### src/rtl/chu_sample_buf_core.sv
// MMIO slot core: rate-controlled capture of din into a circular buffer that software drains.
// Optional trigger-armed start is enabled by defining SAMPLE_BUF_TRIG_EN.
module chu_sample_buf_core #(
  parameter int W      = 16,
  parameter int ADDR_W = 6,
  parameter int DIV_W  = 32
) (
  input  logic          clk,
  input  logic          reset,
  input  logic          cs,
  input  logic          read,
  input  logic          write,
  input  logic [4:0]    addr,
  output logic [31:0]   rd_data,
  input  logic [31:0]   wr_data,
  input  logic [W-1:0]  din
);

  localparam int DEPTH = 1 << ADDR_W;

  typedef enum logic [1:0] {S_IDLE, S_CAPTURE, S_DONE, S_ARMED} state_e;

  state_e              state_q, state_d;
  logic [ADDR_W-1:0]   wr_ptr_q, wr_ptr_d, rd_ptr_q, rd_ptr_d;
  logic [ADDR_W:0]     level_q, level_d;
  logic [DIV_W-1:0]    div_reg_q, div_reg_d, period_q, period_d, tick_q, tick_d;
  logic [15:0]         cnt_reg_q, cnt_reg_d, cnt_act_q, cnt_act_d, taken_q, taken_d;
  logic                done_q, done_d, ovf_q, ovf_d;
  logic [W-1:0]        mem_q [DEPTH];

  logic unused_read;
  assign unused_read = read;

  logic wr_en, ctrl_wr, clear, start, stop, pop_wr;
  assign wr_en   = cs & write;
  assign ctrl_wr = wr_en && (addr == 5'd0);
  assign clear   = ctrl_wr && wr_data[1];
  assign start   = ctrl_wr && wr_data[0];
  assign stop    = ctrl_wr && wr_data[2];
  assign pop_wr  = wr_en && (addr == 5'd3);

  logic din0_rise;
`ifdef SAMPLE_BUF_TRIG_EN
  logic din0_prev_q, din0_prev_d;
  assign din0_prev_d = din[0];
  assign din0_rise   = din[0] && !din0_prev_q;
  always_ff @(posedge clk) begin
    if (reset) din0_prev_q <= 1'b0;
    else       din0_prev_q <= din0_prev_d;
  end
`else
  assign din0_rise = 1'b0;
`endif

  // FSM outputs
  logic capturing, push, pop_ok, full, empty, push_acc, drop, last_sample, start_go;

  always_comb begin
    capturing   = (state_q == S_CAPTURE);
    push        = capturing && (tick_q == '0);
    full        = (level_q == (ADDR_W+1)'(DEPTH));
    empty       = (level_q == '0);
    pop_ok      = pop_wr && !empty;
    push_acc    = push && (!full || pop_ok);
    drop        = push && full && !pop_ok;
    last_sample = push && (cnt_act_q != 16'd0) && ((taken_q + 16'd1) == cnt_act_q);
    start_go    = start && ((state_q == S_IDLE) || (state_q == S_DONE));
  end

  always_ff @(posedge clk) begin
    if (reset) state_q <= S_IDLE;
    else       state_q <= state_d;
  end

  always_comb begin
    state_d = state_q;
    if (clear) begin
      state_d = S_IDLE;
    end else begin
      case (state_q)
        S_IDLE, S_DONE: begin
`ifdef SAMPLE_BUF_TRIG_EN
          if (start) state_d = S_ARMED;
`else
          if (start) state_d = S_CAPTURE;
`endif
        end
        S_CAPTURE: if (stop || last_sample) state_d = S_DONE;
        S_ARMED: begin
          if (stop)           state_d = S_DONE;
          else if (din0_rise) state_d = S_CAPTURE;
        end
        default: state_d = S_IDLE;
      endcase
    end
  end

  always_comb begin
    wr_ptr_d  = wr_ptr_q;
    rd_ptr_d  = rd_ptr_q;
    level_d   = level_q;
    div_reg_d = div_reg_q;
    cnt_reg_d = cnt_reg_q;
    period_d  = period_q;
    cnt_act_d = cnt_act_q;
    tick_d    = tick_q;
    taken_d   = taken_q;
    done_d    = done_q;
    ovf_d     = ovf_q;

    if (wr_en && addr == 5'd1)
      div_reg_d = (wr_data[DIV_W-1:0] == '0) ? DIV_W'(1) : wr_data[DIV_W-1:0];
    if (wr_en && addr == 5'd2)
      cnt_reg_d = wr_data[15:0];

    if (capturing) begin
      tick_d = (tick_q == period_q - DIV_W'(1)) ? '0 : tick_q + DIV_W'(1);
      if (push) taken_d = taken_q + 16'd1;
    end

    if (clear) begin
      wr_ptr_d = '0;
      rd_ptr_d = '0;
      level_d  = '0;
      done_d   = 1'b0;
      ovf_d    = 1'b0;
    end else begin
      if (push_acc) wr_ptr_d = wr_ptr_q + ADDR_W'(1);
      if (pop_ok)   rd_ptr_d = rd_ptr_q + ADDR_W'(1);
      case ({push_acc, pop_ok})
        2'b10:   level_d = level_q + (ADDR_W+1)'(1);
        2'b01:   level_d = level_q - (ADDR_W+1)'(1);
        default: level_d = level_q;
      endcase
      if (drop) ovf_d = 1'b1;
      if (start_go) begin
        tick_d    = '0;
        taken_d   = '0;
        period_d  = div_reg_q;
        cnt_act_d = cnt_reg_q;
        done_d    = 1'b0;
      end
      if (state_q != S_DONE && state_d == S_DONE) done_d = 1'b1;
    end
  end

  always_ff @(posedge clk) begin
    if (reset) begin
      wr_ptr_q  <= '0;
      rd_ptr_q  <= '0;
      level_q   <= '0;
      div_reg_q <= DIV_W'(1);
      cnt_reg_q <= 16'd1;
      period_q  <= DIV_W'(1);
      cnt_act_q <= 16'd1;
      tick_q    <= '0;
      taken_q   <= '0;
      done_q    <= 1'b0;
      ovf_q     <= 1'b0;
    end else begin
      wr_ptr_q  <= wr_ptr_d;
      rd_ptr_q  <= rd_ptr_d;
      level_q   <= level_d;
      div_reg_q <= div_reg_d;
      cnt_reg_q <= cnt_reg_d;
      period_q  <= period_d;
      cnt_act_q <= cnt_act_d;
      tick_q    <= tick_d;
      taken_q   <= taken_d;
      done_q    <= done_d;
      ovf_q     <= ovf_d;
    end
  end

  // Storage is not reset; pointers and level define which entries are valid.
  always_ff @(posedge clk) begin
    if (push_acc && !clear && !reset) mem_q[wr_ptr_q] <= din;
  end

  logic [31:0] status;
  always_comb begin
    status = '0;
    status[0] = capturing;
    status[1] = done_q;
    status[2] = ovf_q;
    status[3] = empty;
    status[4] = full;
    status[5] = (state_q == S_ARMED);
    status[8 +: ADDR_W+1] = level_q;
  end

  always_comb begin
    case (addr)
      5'd0:    rd_data = status;
      5'd2:    rd_data = {16'd0, taken_q};
      5'd3:    rd_data = 32'(mem_q[rd_ptr_q]);
      default: rd_data = '0;
    endcase
  end

endmodule

### config.mk
export PLATFORM = sky130hd
export DESIGN_NAME = chu_sample_buf_core
export DESIGN_NICKNAME = d
export VERILOG_FILES = /design/src/rtl/chu_sample_buf_core.sv
export SDC_FILE = /design/constraint.sdc
export NUM_CORES = 1
export LEC_CHECK = 0
export BUFFER_PORTS_ARGS = -buffer_cell sky130_fd_sc_hd__clkbuf_2
export CAP_MARGIN = 0
export CORE_MARGIN = 2
export CORE_UTILIZATION = 40
export CTS_CLUSTER_SIZE = 24
export DETAILED_ROUTE_END_ITERATION = 16
export HOLD_SLACK_MARGIN = 0.06
export PLACE_DENSITY = 0.63
export SLEW_MARGIN = 15
export SYNTH_ARGS = -nofsm -noshare
export SYNTH_HDL_FRONTEND = slang
export SYNTH_SLANG_ARGS = --single-unit
### constraint.sdc
create_clock -name clk -period 11.1 [get_ports clk]
set_input_delay 0.555 -clock clk [delete_from_list [all_inputs] [get_ports clk]]
set_output_delay 0.555 -clock clk [all_outputs]
set_load 0.005 [all_outputs]
==> qor.csv <==
stage,metric,value,unit
outcome,status,completed,
yosys,ys_top_cells_by_area,"edfxtp_1 64%, mux4_2 16%, dfxtp_1 7.2%",
power,irDropWorstVdd,113,uV
job,drv_cap,0,
yosys,syn_avg_cell_area,17.9,um^2
worst_hold_path,hold_start,wr_data[27],
timing,hold_viol,0,
critical_path,r2r_cells,18,
floorplanning,rows,127,
place,place.gp.congestion,0.870,
place,dpl.cell_count,4304,
final_layout,drive_gt1_share,25.6,%
final_layout,fin_util,45.7,%
routing,viasPerCell,5.55,
yosys,synth_cell_type_count,73,
critical_path,path_cells,"buf_12, buf_4, mux4_2, mux4_2, mux4_2, nand3_1, o21ai_0, clkbuf_2",
critical_path,crit_buf_inv,3,
critical_path,cp-start-kind,flop,
yosys,synth_top_flop_cell,edfxtp_1,
global_route,track_usage,18.3,%
place,port_buffers,72,
power,p_total,9040,uW
cts,cts_buffers,117,
routing,drc,0,
timing,rsz0062_at_grt,no,
floorplanning,ios,90,
cts,clk_path_buf_depth,3,
yosys,yosys.area.top_type,edfxtp_1,
critical_path,critPathKind,reg -> out,
routing,firstDrtPassIters,6,
yosys,synth_common_cells,"1024 x edfxtp_1, 336 x mux4_2, 236 x nand2_1, 173 x dfxtp_1, 153 x nor2_1",
timing,maxSlewHeadroom,24.8,%
final_layout,nets,2889,
cts,htree_levels,3,
routing,drt_iter0_drc,2920,
power,power.density,165,mW/mm^2
critical_path,r2r-start,tick_q[0]$_SDFF_PP0_,
routing,postRouteAntennaNets,0,
yosys,synthCells,2689,
place,dpl.hpwl,64.9,mm
cts,ctsRootBufferMaster,clkbuf_16,
final_layout,syn2layout_area_growth,13.5,%
critical_path,required,10.55,ns
floorplanning,die_h,351,um
global_route,grt_pass1_vias,25500,
floorplanning,fp.dieW,351,um
cts,cts_resized,0,
cts,clkSlewWorstSetupHoldPaths,0.06,ns
yosys,async_flop_share,0,%
critical_path,crit_fanout,108,
yosys,synth.top_cell.area_share,63.8,%
critical_path,crit_slowest_cell,buf_4,
yosys,synth_edf_count,1024,
yosys,yosys_warnings,0,
cts,clkLatencyLatePin,0.72,ns
worst_hold_path,min_path_type,in -> reg,
timing,setup_tns,0,ns
timing,worstMarginPinSlew,1.13,ns
critical_path,cpPeakStageDelay,0.84,ns
global_route,antenna_found_initial,5,
critical_path,r2r_slack,6.06,ns
worst_hold_path,hold-path-endpoint,div_reg_q[27]$_SDFFE_PP0P_,
power,p_leak,0.0168,uW
timing,skew,0.0517,ns
timing,fmax,166,MHz
cts,clock-sinks,1197,
critical_path,cp_top_family,multiplexers,
critical_path,r2r_end,level_q[6]$_SDFFE_PP0P_,
global_route,grt_pass1_wl,166,mm
cts,cts_tree,yes,
routing,vias,25200,
yosys,ys_seq_area_share,71.0,%
floorplanning,core_area,0.120,mm^2
yosys,syn_area,0.0482,mm^2
critical_path,crit_arrival,5.47,ns
critical_path,cp-end-kind,output pin,
timing,fin_crit,6.03,ns
routing,wirelength,113,mm
final_layout,final_cells,4535,
timing,setup_viol,0,
yosys,synth.most_common_cell,edfxtp_1,
timing,post-route-period-util,54.3,%
critical_path,crit_top_cell,mux4_2,
worst_hold_path,hold-path-cell-count,3,
global_route,grt_max_degree,152,
floorplanning,dieArea,0.123,mm^2
floorplanning,initial_utilization,40.3,%
yosys,ys_ff_latch,1197,
timing,slew_violations,0,
routing,drt-wirelength-per-cell,24.9,um
global_route,grt-ovfl-total,0,
-- where the power goes --
| group | leakage (uW) | internal (uW) | switching (uW) | total [uW] |
|---|---|---|---|---|
| clock network | 0.00196 | 2380 | 1680 | 4060 |
| logic | 0.00421 | 17.6 | 90.3 | 108 |
| registers | 0.0106 | 4870 | 0.608 | 4870 |
| total | 0.0168 | 7270 | 1770 | 9040 |
-- what timing repair did --
action,4_1_cts,5_1_grt
setup buffers,0,0
endpoints found under the hold margin,6,0
hold buffers,6,0
-- cell families after synthesis --
| group | count (synthesis) | synth area share [%] |
|---|---|---|
| AOI/OAI and AO/OA | 194 | 2.42 |
| xor gates and xnor gates | 119 | 2.16 |
| adders and majority gates | 13 | 0.353 |
| buffers and inverters | 196 | 1.74 |
| DFF | 1197 | 71.0 |
| muxes | 345 | 15.9 |
| other | 1 | 0.00778 |
| and+or+nand+nor | 624 | 6.41 |
-- state kept, by name, summed over array words and instances, names as in the netlist, 2 cells and up, named ones only --
signal / flops
cnt_act_q: 16
cnt_reg_q: 16
div_reg_q: 32
level_q: 7
mem_q: 1024
period_q: 32
rd_ptr_q: 6
state_q: 2
taken_q: 16
tick_q: 32
wr_ptr_q: 6
-- through the flow --
stage | setup slack [ns] | hold WS [ns] | cell area [um^2]
4_1_cts | 4.92 | 0.0613 | 54700
3_3_place_gp | 5.74 | 0.443 | 50600
6_report | 5.07 | 0.109 | 54700
3_5_place_dp | 5.66 | 0.444 | 50600
2_1_floorplan | 7.52 | 0.432 | 48200
5_1_grt | 4.68 | 0.0829 | 54700
-- metal layers --
metal  wire (um)  vias to the layer above  global-route usage [%]
met3        7320                      146                    3.07
met5          23                        -                       0
met2       55500                      838                    30.5
met1       48000                    13300                    25.4
li1            -                    10900                       -
met4        1970                        4                    3.84
-- worst max-delay path by stage --
stage,from,endpoint,cells after the start
CTS,flop,rd_data[5],8
floorplan,tick_q[10]$_SDFF_PP0_,level_q[6]$_SDFFE_PP0P_,15
global route,flop,rd_data[5],8
global placement,flop,rd_data[5],8
finish,flop,rd_data[5],8
detailed placement,flop,rd_data[5],8
-- placed cells by master, fill, tap and decap left out, types with 28 or more instances in the layout --
cell type and n:
nand3_1 49, nor2_1 151, xor2_1 59, clkbuf_16 120, nand2_1 236, xnor2_1 60
nand4_1 28, dfxtp_1 168, clkinv_1 30, edfxtp_1 1024, mux4_2 336, buf_4 94
a21oi_1 111, clkbuf_2 70, nor3_2 31
-- worst register-to-register path: stages, from the launching register on --
cell and delay [ns]:
dfxtp_1 0.37, inv_1 0.10, ha_1 0.20, nor4b_1 0.46
nand4_1 0.23, nor4_4 0.31, buf_4 0.30, o21a_1 0.51
inv_1 0.33, ha_1 0.38, ha_1 0.35, nor2b_1 0.17
o21ai_0 0.12, a21boi_0 0.31, o21ai_0 0.16, and3_1 0.20
nor3_1 0.20, xnor2_1 0.15, nor2_1 0.05
-- final cells by class --
class                   count  area [um^2]
well taps                1612         2020
repair buffers            175         1190
flip-flops and latches   1197        34200
clock buffers             140         3130
fillers                  9949        65000
multi-input cells        1311        13200
inverters                  16         60.1
diodes                      2         5.00
clock inverters            82          852
(Power assumes the default switching activity.)
